--- config.mk ---
export PLATFORM = sky130hd
export DESIGN_NAME = pipeline_ctrl
export DESIGN_NICKNAME = d
export VERILOG_FILES = /design/src/rtl/pipeline_ctrl_pkg.sv /design/src/rtl/pipeline_ctrl_forward_unit.sv /design/src/rtl/pipeline_ctrl.sv
export SDC_FILE = /design/constraint.sdc
export NUM_CORES = 1
export LEC_CHECK = 0
export ABC_AREA = 1
export CAP_MARGIN = 10
export CORE_UTILIZATION = 47
export CTS_CLUSTER_SIZE = 14
export DETAILED_ROUTE_END_ITERATION = 10
export DONT_BUFFER_PORTS = 1
export PLACE_DENSITY = 0.6
export SYNTH_ARGS = -nofsm -noshare
export SYNTH_HDL_FRONTEND = slang
export SYNTH_HIERARCHICAL = 1
export SYNTH_SLANG_ARGS = --single-unit
--- constraint.sdc ---
create_clock -name clk_i -period 4.3 [get_ports clk_i]
set_clock_uncertainty 0.1 [all_clocks]
set_input_delay 0.43 -clock clk_i [delete_from_list [all_inputs] [get_ports clk_i]]
set_output_delay 0.43 -clock clk_i [all_outputs]
set_load 0.05 [all_outputs]
--- src/rtl/pipeline_ctrl_pkg.sv ---
// Shared types for the pipeline hazard/stall controller: forwarding selects,
// controller FSM states and the destination-match helper used by forwarding.
package pipeline_ctrl_pkg;

    typedef enum logic [1:0] {
        FWD_NONE = 2'd0,
        FWD_MEM  = 2'd1,
        FWD_WB   = 2'd2
    } fwd_sel_t;

    typedef enum logic {
        CTRL_RUN      = 1'b0,
        CTRL_MEM_WAIT = 1'b1
    } ctrl_state_t;

    // x0 is hard-wired to zero, so a write to it never produces a usable result
    function automatic logic rd_match(input logic wr, input logic [4:0] rd, input logic [4:0] rs);
        return wr && (rd != 5'd0) && (rd == rs);
    endfunction

endpackage

--- src/rtl/pipeline_ctrl_forward_unit.sv ---
// Operand bypass select for one EX source register; the younger (MEM) result
// takes precedence over the older (WB) one.
module forward_unit
    import pipeline_ctrl_pkg::*;
(
    input  logic [4:0] ex_rs_addr_i,
    input  logic       mem_write_rd_i,
    input  logic [4:0] mem_rd_addr_i,
    input  logic       wb_write_rd_i,
    input  logic [4:0] wb_rd_addr_i,
    output fwd_sel_t   fwd_sel_o
);

    // Pick the newest in-flight producer of this operand
    always_comb begin
        if (rd_match(mem_write_rd_i, mem_rd_addr_i, ex_rs_addr_i)) begin
            fwd_sel_o = FWD_MEM;
        end else if (rd_match(wb_write_rd_i, wb_rd_addr_i, ex_rs_addr_i)) begin
            fwd_sel_o = FWD_WB;
        end else begin
            fwd_sel_o = FWD_NONE;
        end
    end

endmodule

--- src/rtl/pipeline_ctrl.sv ---
// Pipeline control: data-memory wait/timeout FSM, load-use interlock, redirect
// flushes and EX operand forwarding for a five-stage in-order core.
module pipeline_ctrl
    import pipeline_ctrl_pkg::*;
#(
    parameter int MEM_TIMEOUT = 255
) (
    input  logic       clk_i,
    input  logic       rstn_i,
    input  logic [4:0] id_rs1_addr_i,
    input  logic [4:0] id_rs2_addr_i,
    input  logic [4:0] ex_rs1_addr_i,
    input  logic [4:0] ex_rs2_addr_i,
    input  logic       ex_write_rd_i,
    input  logic [4:0] ex_rd_addr_i,
    input  logic       ex_wb_use_mem_i,
    input  logic       ex_load_pc_i,
    input  logic       mem_write_rd_i,
    input  logic [4:0] mem_rd_addr_i,
    input  logic       mem_oper_valid_i,
    input  logic       dmem_ack_i,
    input  logic       wb_write_rd_i,
    input  logic [4:0] wb_rd_addr_i,
    output logic       pc_stall_o,
    output logic       ifid_stall_o,
    output logic       ifid_flush_o,
    output logic       idex_stall_o,
    output logic       idex_flush_o,
    output logic       exmem_stall_o,
    output logic       exmem_flush_o,
    output logic [1:0] fwd_rs1_sel_o,
    output logic [1:0] fwd_rs2_sel_o,
    output logic       bus_err_o
);

    localparam int CW = $clog2(MEM_TIMEOUT + 1);

    ctrl_state_t   state_q, state_d;
    logic [CW-1:0] cnt_q, cnt_d;
    logic          mem_hold_s;
    logic          timeout_s;
    logic          hazard_en_s;
    logic          load_use_s;
    logic          redirect_s;
    fwd_sel_t      fwd_rs1_s;
    fwd_sel_t      fwd_rs2_s;

    // Memory wait FSM next state, wait counter and hold/timeout decode
    always_comb begin
        state_d    = state_q;
        cnt_d      = cnt_q;
        mem_hold_s = 1'b0;
        timeout_s  = 1'b0;
        case (state_q)
            CTRL_RUN: begin
                if (mem_oper_valid_i && !dmem_ack_i) begin
                    mem_hold_s = 1'b1;
                    state_d    = CTRL_MEM_WAIT;
                    cnt_d      = CW'(1);
                end else begin
                    cnt_d      = '0;
                end
            end
            CTRL_MEM_WAIT: begin
                if (dmem_ack_i) begin
                    state_d = CTRL_RUN;
                    cnt_d   = '0;
                end else if (cnt_q >= CW'(MEM_TIMEOUT)) begin
                    timeout_s = 1'b1;
                    state_d   = CTRL_RUN;
                    cnt_d     = '0;
                end else begin
                    mem_hold_s = 1'b1;
                    cnt_d      = cnt_q + CW'(1);
                end
            end
            default: begin
                state_d = CTRL_RUN;
                cnt_d   = '0;
            end
        endcase
    end

    // Controller state and wait counter registers
    always_ff @(posedge clk_i or negedge rstn_i) begin
        if (!rstn_i) begin
            state_q <= CTRL_RUN;
            cnt_q   <= '0;
        end else begin
            state_q <= state_d;
            cnt_q   <= cnt_d;
        end
    end

    // Redirect outranks load-use; both are masked while memory holds the pipe
    always_comb begin
        hazard_en_s = !mem_hold_s && !timeout_s;
        redirect_s  = hazard_en_s && ex_load_pc_i;
        load_use_s  = hazard_en_s && !ex_load_pc_i && ex_wb_use_mem_i &&
                      (rd_match(ex_write_rd_i, ex_rd_addr_i, id_rs1_addr_i) ||
                       rd_match(ex_write_rd_i, ex_rd_addr_i, id_rs2_addr_i));
    end

    // On timeout the upstream stages stay frozen while the failed MEM op is bubbled out
    always_comb begin
        pc_stall_o    = 1'b0;
        ifid_stall_o  = 1'b0;
        ifid_flush_o  = 1'b0;
        idex_stall_o  = 1'b0;
        idex_flush_o  = 1'b0;
        exmem_stall_o = 1'b0;
        exmem_flush_o = 1'b0;
        bus_err_o     = 1'b0;
        if (rstn_i) begin
            pc_stall_o    = mem_hold_s || timeout_s || load_use_s;
            ifid_stall_o  = mem_hold_s || timeout_s || load_use_s;
            ifid_flush_o  = redirect_s;
            idex_stall_o  = mem_hold_s || timeout_s;
            idex_flush_o  = redirect_s || load_use_s;
            exmem_stall_o = mem_hold_s;
            exmem_flush_o = timeout_s;
            bus_err_o     = timeout_s;
        end else begin
            bus_err_o     = 1'b0;
        end
    end

    forward_unit u_fwd_rs1 (
        .ex_rs_addr_i   (ex_rs1_addr_i),
        .mem_write_rd_i (mem_write_rd_i),
        .mem_rd_addr_i  (mem_rd_addr_i),
        .wb_write_rd_i  (wb_write_rd_i),
        .wb_rd_addr_i   (wb_rd_addr_i),
        .fwd_sel_o      (fwd_rs1_s)
    );

    forward_unit u_fwd_rs2 (
        .ex_rs_addr_i   (ex_rs2_addr_i),
        .mem_write_rd_i (mem_write_rd_i),
        .mem_rd_addr_i  (mem_rd_addr_i),
        .wb_write_rd_i  (wb_write_rd_i),
        .wb_rd_addr_i   (wb_rd_addr_i),
        .fwd_sel_o      (fwd_rs2_s)
    );

    assign fwd_rs1_sel_o = fwd_rs1_s;
    assign fwd_rs2_sel_o = fwd_rs2_s;

endmodule

==> impl_metrics.csv <==
group,metric,value,unit
synthesis,ys.flop_type,"dfrtp_1",
sta,tightest_slew,1.060,ns
synthesis,synth_nets,262,
floorplanning,die_w,51.87,um
clocking,root_buffer,"clkbuf_4",
power_and_ir_drop,p_int,0.1470,mW
job,max-cap-violations,0,
clocking,clock_latency,0.26,ns
routing,via_per_inst,4.964,
grt,grt_max_degree,10,
routing,dr_total_vias,1231,
sta,layout_min_cycle_time,2.724,ns
place,hpwl,2179,um
clocking,path_clk_slew,0.06,ns
power_and_ir_drop,peakVddDrop,0.1742,mV
power_and_ir_drop,power_density,186.2,mW/mm^2
synthesis,syn_area,0.001169,mm^2
synthesis,synth_warnings,6,
power_and_ir_drop,pwr-share-clk,27.7,%
critical_path,worstSetupStartpoint,"cnt_q[0]",
outcome,status,"completed",
cells_and_area,multi_input_area,747.0,um^2
place,place.gp.congestion,0.7806,
critical_path,crit_arrival,2.19,ns
power_and_ir_drop,p_leak,0.7731,nW
critical_path,crit_path_end,"pc_stall_o",
place,postPlaceCellArea,0.001191,mm^2
synthesis,async_reset_ff_share,100.0,%
critical_path,worstSetupPathType,"reg -> out",
synthesis,synthCells,217,
routing,drt-pass1-iter-count,4,
clocking,cts_setup_buffers,0,
clocking,cts_made_buffers,3,
synthesis,synth_most_common_cell,"nand2_1",
critical_path,reg2regPathDepth,8,
routing,drt-initial-drc-count,22,
sta,setup-violations-final,0,
grt,grt_overflow,0,
critical_path,cp.required,3.77,ns
sta,slew_headroom,29.26,%
critical_path,endpoint_kind,"output port",
clocking,cts.sinks,9,
cells_and_area,nets,266,
grt,grtUsageTotal,20.59,%
sta,drv_slew,0,
clocking,holdBufCountCts,1,
power_and_ir_drop,p_comb_share,33.2,%
critical_path,worstReg2RegEnd,"cnt_q[4]",
routing,wire_per_inst,10.31,um
routing,ant_nets,0,
power_and_ir_drop,seqPwrFrac,39.1,%
synthesis,synth_edf_count,0,
critical_path,crit_fanout,6,
grt,grt_pass1_vias,1101,
critical_path,r2r_start,"cnt_q[0]",
sta,rsz0062_at_grt,"false",
synthesis,synth.top_cell.area_share,24.41,%
place,io_buffers,0,
sta,fmax,367.2,MHz
synthesis,yosys.area.top_type,"nand2_1",
sta,hold_viol,0,
clocking,cts_max_level,1,
cells_and_area,register_area,225.2,um^2
synthesis,synth_area_per_cell,5.385,um^2
synthesis,yosys-top-cells-area,"nand2_1 (24%), dfrtp_1 (19%), inv_1 (14%), nor2_1 (7.4%), nand3_1 (6.0%)",
power_and_ir_drop,p_switching,0.08154,mW
critical_path,reg2reg_slack,2.86,ns
clocking,cts_tree,"done",
synthesis,yosysSeqAreaShare,19.27,%
grt,antenna_found_initial,0,
cells_and_area,drive_gt1_share,9.545,%
synthesis,ys_types,23,
routing,routed_wl,2558,um
synthesis,yosys_register_bits,9,
hold_path,hold_path_class,"in -> reg",
sta,setup_tns,0,ns
floorplanning,die-area,0.002690,mm^2
routing,drc,0,
sta,hold_ws,0.2409,ns
cells_and_area,syn_to_final_growth,5.032,%
synthesis,synthTopCellsByCount,"nand2_1 (76), inv_1 (45), nor2_1 (23), nand3_1 (14), o21ai_0 (11)",
cells_and_area,n_fill_cell,242,
clocking,cts_buffer_depth,2,
floorplanning,floorplan.io_pins,56,
critical_path,setup.worst_path.start_class,"register",
cells_and_area,diodes,0,
cells_and_area,finalInstanceArea,0.001227,mm^2
power_and_ir_drop,power_switching_share,35.68,%
floorplanning,die_h,51.87,um
sta,fin_crit_sh,63.34,%
floorplanning,coreArea,0.002276,mm^2
floorplanning,rows,17,
grt,grt_pass1_wl,4153,um
clocking,post_cts_resized,0,
floorplanning,initial_utilization,51.35,%
## layout make-up
cell class / instances / area share (%)
clock buffers: 4 / 2.141
inverters: 49 / 14.98
multi-input cells: 157 / 60.86
well taps: 28 / 2.854
flip-flops and latches: 9 / 18.35
repair buffers: 1 / 0.8155
## power by group through the flow
| stage | Combinational (mW) | Sequential (mW) | Clock (mW) |
|---|---|---|---|
| global placement | 0.0720 | 0.0906 | 0 |
| floorplan | 0.0658 | 0.0903 | 0 |
| finish | 0.0759 | 0.0893 | 0.0633 |
| global route | 0.0864 | 0.0894 | 0.0735 |
| CTS | 0.0762 | 0.0893 | 0.0657 |
| detailed placement | 0.0735 | 0.0908 | 0 |
## layer usage
| layer | global-route usage, % | routed length, um | up-vias |
|---|---|---|---|
| li1 | - | - | 657 |
| met1 | 22.56 | 1098 | 525 |
| met2 | 37.39 | 1206 | 49 |
| met3 | 8.480 | 253 | 0 |
| met4 | 2.703 | 0 | 0 |
| met5 | 0 | 0 | - |
## metrics by stage
stage               setup slack (ns)  std cells  util [%]  power [mW]
finish                         1.576        248     53.93      0.2285
global route                   1.413        248     53.93      0.2493
CTS                            1.559        248     53.93      0.2312
detailed placement             1.679        243     52.34      0.1643
global placement               1.715        243     52.34      0.1626
floorplan                      1.759        217         -      0.1561
## worst min-delay path by stage
stage	slack, ns	startpoint	end	depth (start not counted)
3_5_place_dp	0.03	rstn_i	cnt_q[2]	0
5_1_grt	0.25	dmem_ack_i	cnt_q[1]	3
3_3_place_gp	0.03	rstn_i	cnt_q[2]	0
2_1_floorplan	0.03	rstn_i	cnt_q[0]	0
6_report	0.24	dmem_ack_i	cnt_q[1]	3
4_1_cts	0.23	dmem_ack_i	cnt_q[1]	3
## registers in the layout (all words and copies together) (netlist names)
signal / flops
cnt_q: 8
state_q: 1
## logic make-up after synthesis
| family | after synthesis | share of synthesized area, % |
|---|---|---|
| DFF | 9 | 19.27 |
| adders and majority gates | 1 | 1.070 |
| xor gates and xnor gates | 4 | 2.998 |
| buffers and inverters | 51 | 17.02 |
| AOI/OAI and AO/OA | 21 | 9.528 |
| and+or+nand+nor | 131 | 50.11 |
## critical path, cell delays in order (launching register included)
cell and delay (ns):
dfrtp_1 0.39, ha_1 0.22, nand2_2 0.08, nor2_4 0.14, nand2_2 0.08, nand2_4 0.10
nand2_4 0.05, nor2_2 0.10, nand3_1 0.10, nand2_1 0.67
## cell usage in the layout, fill, tap and decap left out
cell           instances
o21ai_0               11
dlygate4sd3_1          1
clkbuf_4               3
ha_1                   1
xor2_1                 2
nor3b_1                1
a21boi_0               2
clkbuf_1               1
dfrtp_1                9
nor2_8                 1
nor3_1                 1
nand2_4                2
nor2_4                 1
a31oi_1                1
nand4_1                2
inv_1                 45
inv_2                  4
nand3_1               14
and3b_1                1
nand2_2                4
nor2_1                22
a21oi_1                7
nand2_1               76
xnor2_1                2
nor2_2                 6
Power figures use the tool's default switching activity.
